**src/rtl/ebdown_counter.sv**
```systemverilog
// ---------------------------------------------------------------------------
// ebdown_counter
//   8-bit loadable down-counter / interval timer made of two cascaded 4-bit
//   nibble stages. A loaded value is decremented on enabled cycles. When the
//   count reaches 0 and is clocked once more, a one-cycle done pulse is issued
//   and the block either halts at 0 or reloads the stored load value.
//
// Parameters
//   BCD     0: binary nibbles (low nibble wraps 0->F)
//           1: decimal nibbles (low nibble wraps 0->9, loads clamped to 9)
//   RELOAD  1: auto-reload at terminal count; 0: halt at 0
//
// Ports
//   clk       in   1  rising-edge clock
//   reset     in   1  asynchronous active-low reset
//   enable    in   1  count enable (only honoured in RUN)
//   load      in   1  synchronous load strobe, priority over enable
//   load_val  in   8  value captured on load ({high nibble, low nibble})
//   out       out  4  low nibble of the count
//   outh      out  4  high nibble of the count
//   ebout     out  8  {outh, out}
//   bco       out  2  [0] low-nibble borrow, [1] full 8-bit borrow
//   done      out  1  registered one-cycle terminal-count pulse
//   busy      out  1  high while in RUN
// ---------------------------------------------------------------------------
module ebdown_counter #(
    parameter bit BCD    = 1'b0,
    parameter bit RELOAD = 1'b0
) (
    input  logic       clk,
    input  logic       reset,
    input  logic       enable,
    input  logic       load,
    input  logic [7:0] load_val,
    output logic [3:0] out,
    output logic [3:0] outh,
    output logic [7:0] ebout,
    output logic [1:0] bco,
    output logic       done,
    output logic       busy
);

    typedef enum logic [1:0] {
        IDLE = 2'd0,
        RUN  = 2'd1,
        HALT = 2'd2
    } state_t;

    // Value the low nibble takes when it borrows from the high nibble.
    localparam logic [3:0] NIB_MAX = BCD ? 4'd9 : 4'hF;

    state_t     state, state_nx;
    logic [7:0] cnt, cnt_nx;
    logic [7:0] rld, rld_nx;
    logic       done_nx;
    logic [7:0] load_fix;

    // Loaded nibbles above 9 are forced to 9 in decimal mode so the count
    // never holds a non-decimal digit.
    function automatic logic [3:0] fix_nib(input logic [3:0] n);
        if (BCD && (n > 4'd9)) return 4'd9;
        return n;
    endfunction

    assign load_fix = {fix_nib(load_val[7:4]), fix_nib(load_val[3:0])};

    // NOTE: every signal driven here gets a default first, so no path can
    // leave one unassigned and infer a latch.
    always_comb begin
        state_nx = state;
        cnt_nx   = cnt;
        rld_nx   = rld;
        done_nx  = 1'b0;
        if (load) begin
            cnt_nx   = load_fix;
            rld_nx   = load_fix;
            state_nx = RUN;
        end else if (state == RUN && enable) begin
            if (cnt == 8'h00) begin
                // Terminal count: pulse done next cycle, then reload or stop.
                done_nx = 1'b1;
                if (RELOAD) cnt_nx   = rld;
                else        state_nx = HALT;
            end else if (cnt[3:0] == 4'h0) begin
                // Low nibble borrows; high nibble is non-zero here.
                cnt_nx = {cnt[7:4] - 4'd1, NIB_MAX};
            end else begin
                cnt_nx[3:0] = cnt[3:0] - 4'd1;
            end
        end
    end

    // NOTE: sequential state uses non-blocking assignments so all registers
    // update together from the values sampled at the same edge.
    always_ff @(posedge clk or negedge reset) begin
        if (!reset) begin
            state <= IDLE;
            cnt   <= 8'h00;
            rld   <= 8'h00;
            done  <= 1'b0;
        end else begin
            state <= state_nx;
            cnt   <= cnt_nx;
            rld   <= rld_nx;
            done  <= done_nx;
        end
    end

    assign ebout  = cnt;
    assign out    = cnt[3:0];
    assign outh   = cnt[7:4];
    assign busy   = (state == RUN);
    // Reset forces IDLE, so both borrows are low while reset is held.
    assign bco[0] = (state == RUN) & enable & (cnt[3:0] == 4'h0);
    assign bco[1] = bco[0] & (cnt[7:4] == 4'h0);

endmodule
```
**config.mk**
```make
export PLATFORM = sky130hd
export DESIGN_NAME = ebdown_counter
export DESIGN_NICKNAME = d
export VERILOG_FILES = /design/src/rtl/ebdown_counter.sv
export SDC_FILE = /design/constraint.sdc
export NUM_CORES = 1
export LEC_CHECK = 0
export CORE_ASPECT_RATIO = 1.5
export CORE_MARGIN = 5
export CORE_UTILIZATION = 37
export CTS_CLUSTER_DIAMETER = 100
export CTS_CLUSTER_SIZE = 24
export DETAILED_ROUTE_END_ITERATION = 16
export GPL_TIMING_DRIVEN = 0
export HOLD_SLACK_MARGIN = 0.12
export PLACE_DENSITY_LB_ADDON = 0.08
export SLEW_MARGIN = 20
export SYNTH_ARGS = -nofsm -noshare
export SYNTH_HDL_FRONTEND = slang
export SYNTH_SLANG_ARGS = --single-unit
```
**constraint.sdc**
```tcl
create_clock -name clk -period 1.5 [get_ports clk]
set_input_delay 0.225 -clock clk [delete_from_list [all_inputs] [get_ports clk]]
set_output_delay 0.225 -clock clk [all_outputs]
set_load 0.05 [all_outputs]
```
==> flow_summary.yaml <==
floorplan:
  die_h_um: 66.0
  die_area_um2: 3120
  row_count: 20
  start_util_pct: 38.1
  dieWidth_um: 47.3
  coreArea_um2: 2030
  pin_count: 32
synth:
  yosysWarnings: 0
  synth_nets: 100
  synthCells: 85
  ys_types: 37
  syn_area_um2: 773
  syn_avg_cell_area_um2: 9.10
  yosysSeqAreaShare_pct: 35.6
  synth_seq_cells: 11
sta:
  worst_slack_ps: -293
  period_needed_ps: 1790
  max_freq_ghz: 0.558
  worst_slew_pin_slew_ps: 532
  rsz0062_at_grt: "true"
  timing.slew.headroom_pct: 64.4
  final.setup.tns_ps: -1720
  finalSetupViolCount: 9
  fin_skew_ps: 0.345
  slew_violations: 0
  final_hold_viol_count: 0
  period_share_pct: 120
critical_path:
  worstPathCellList: "inv_2 > ha_4 > or3b_4 > nor2_4 > buf_8"
  end_kind: "output port"
  path_class: "reg -> out"
  critPathLaunchType: "flip-flop"
  r2r_end: "ebout[7]"
  reg2reg_from: "ebout[1]"
  cp_top_family: "simple AND/OR/NAND/NOR gates"
  max_stage_delay_ps: 410
  worst_path_max_delay_cell: "dfrtp_2"
  reg2reg_slack_ps: -250
  worstPathMaxFanout: 4
  crit_buf_inv: 2
  cp.arrival_ps: 1570
  rr_worst_depth: 7
  crit_required_ps: 1270
detailed_routing:
  wire_per_inst_um: 15.5
  drtIter0Drc: 30
  first_pass_iters: 4
  vias_per_cell: 5.39
  drtAntennaViolNets: 0
  routed_wirelength_mm: 2.46
  via_count: 857
  drc: 0
placed_design:
  dp_slack_ps: -996
  dpl.hpwl_mm: 1.57
  gp_congestion: 0.745
  io_buffers: 31
power:
  peakVddDrop_mv: 0.463
  p_per_area_nw_per_um2: 832
  clockPowerShare_pct: 18.4
  p_int_mw: 0.684
  seqPwrFrac_pct: 30.9
  cellLeakagePower_nw: 0.594
  switching_power_mw: 0.490
  switching_share_pct: 41.7
  combPwrFrac_pct: 50.7
final_layout:
  final_common_cell: "buf_4"
  final_cell_mix: "buf_4, clkdlybuf4s50_1, clkdlybuf4s15_2"
  layout-drive-gt1-share_pct: 57.7
  num_antenna_cells: 0
  fin_util_pct: 69.6
  nets: 153
  area_growth_pct: 82.5
grt:
  grt-ovfl-total: 0
  grt_pass1_vias: 864
  grt_max_degree: 12
  antenna_found_initial: 0
  grt.total_usage_pct: 17.1
  grt_pass1_wl_mm: 3.90
hold_path:
  worstHoldPathType: "in -> async"
clock_tree:
  clkLatencyLatePin_ps: 280
  path_clk_slew_ps: 70
  cts_tree: "built"
  cts_buffers: 3
  h-tree-depth: 1
  cts_hold_buf: 0
  cts_sinks: 11
  clockBufferDepth: 2
  root_buffer: "clkbuf_4"
status:
  outcome: "complete, but fails checks"
  violations: "negative setup slack"
run:
  max_cap_viol_count: 0
==> per-stage QoR <==
stage	hold WS [ps]	instance area [um2]	power [mW]	std cells
after floorplan	-70.6	836	0.707	85
after global placement	526	1170	0.870	138
after detailed placement	536	1170	0.876	138
after CTS	321	1330	1.13	154
after global routing	339	1410	1.23	159
final	292	1410	1.17	159
==> power by group through the flow <==
stage,Combinational (mW),Sequential (mW),Clock (mW)
after floorplan,0.254,0.453,0
after detailed placement,0.499,0.377,0
after global routing,0.629,0.369,0.232
final,0.595,0.363,0.215
after CTS,0.555,0.360,0.218
after global placement,0.493,0.376,0
==> cell families (layout without fill, tap and decap cells) <==
logic type	count (synthesis)	count (layout)	share of synthesized area, %
buf+inv	21	73	14.2
flops	11	11	35.6
compound gates	22	22	22.5
fa+ha+maj	3	3	4.85
simple gates	28	28	22.8
==> sequential cells by signal, summed over array words and instances (netlist names) <==
register,cells
done,1
ebout,8
state,2
==> final cells by class <==
cell class,count,area [um2]
Fill cell,167,616
Multi-Input combinational cell,53,503
Timing Repair Buffer,50,462
Sequential cell,11,285
Buffer,10,67.6
Inverter,9,40.0
Tap cell,22,27.5
Clock buffer,4,26.3
==> how the worst max path moves through the flow <==
stage / cells after the start / endpoint / from
global route: 6 / bco[1] / ebout[5]
detailed placement: 6 / bco[1] / enable
floorplan: 6 / ebout[5] / ebout[1]
finish: 5 / bco[0] / ebout[1]
CTS: 6 / bco[0] / ebout[0]
global placement: 6 / bco[1] / enable
==> layer usage <==
| metal | part of all wire [%] | GRT usage (%) | wire, um |
|---|---|---|---|
| met1 | 36 | 19.8 | 891 |
| met2 | 52 | 28.9 | 1290 |
| met3 | 7.0 | 2.72 | 172 |
| met4 | 4.4 | 8.30 | 108 |
| met5 | 0 | 0 | 0 |
==> Yosys cell counts (all sizes together) <==
master	n	share of area (%)
nor3	1	0.65
nand2	3	1.5
nor2	5	2.4
or4	1	0.97
clkbuf	3	1.5
nand4	2	1.6
or3b	2	2.3
a21oi	3	1.9
nand3b	1	1.5
and3b	1	1.1
dfrtp	11	36
a22oi	1	0.97
a21o	1	0.97
nand3	4	2.6
buf	9	8.4
a31oi	3	2.4
nor3b	2	2.6
o22a	1	1.1
o41ai	1	2.1
o31ai	2	1.9
nor4	1	0.81
ha	3	4.9
a311o	1	1.3
a211o	1	1.1
nor2b	1	0.81
nand2b	1	0.81
a41oi	1	1.1
o211ai	4	3.9
or3	2	1.6
a2bb2oi	1	1.1
o2111ai	1	1.1
inv	9	4.4
o311a	1	1.3
and4bb	1	1.6
==> timing repair <==
item	CTS	global route
setup endpoints to repair	29	13
pin swaps	5	9
buffers inserted	14	6
hold endpoints to repair	0	0
gates resized for setup	74	19
No activity file was read; power rests on OpenSTA's default activity.
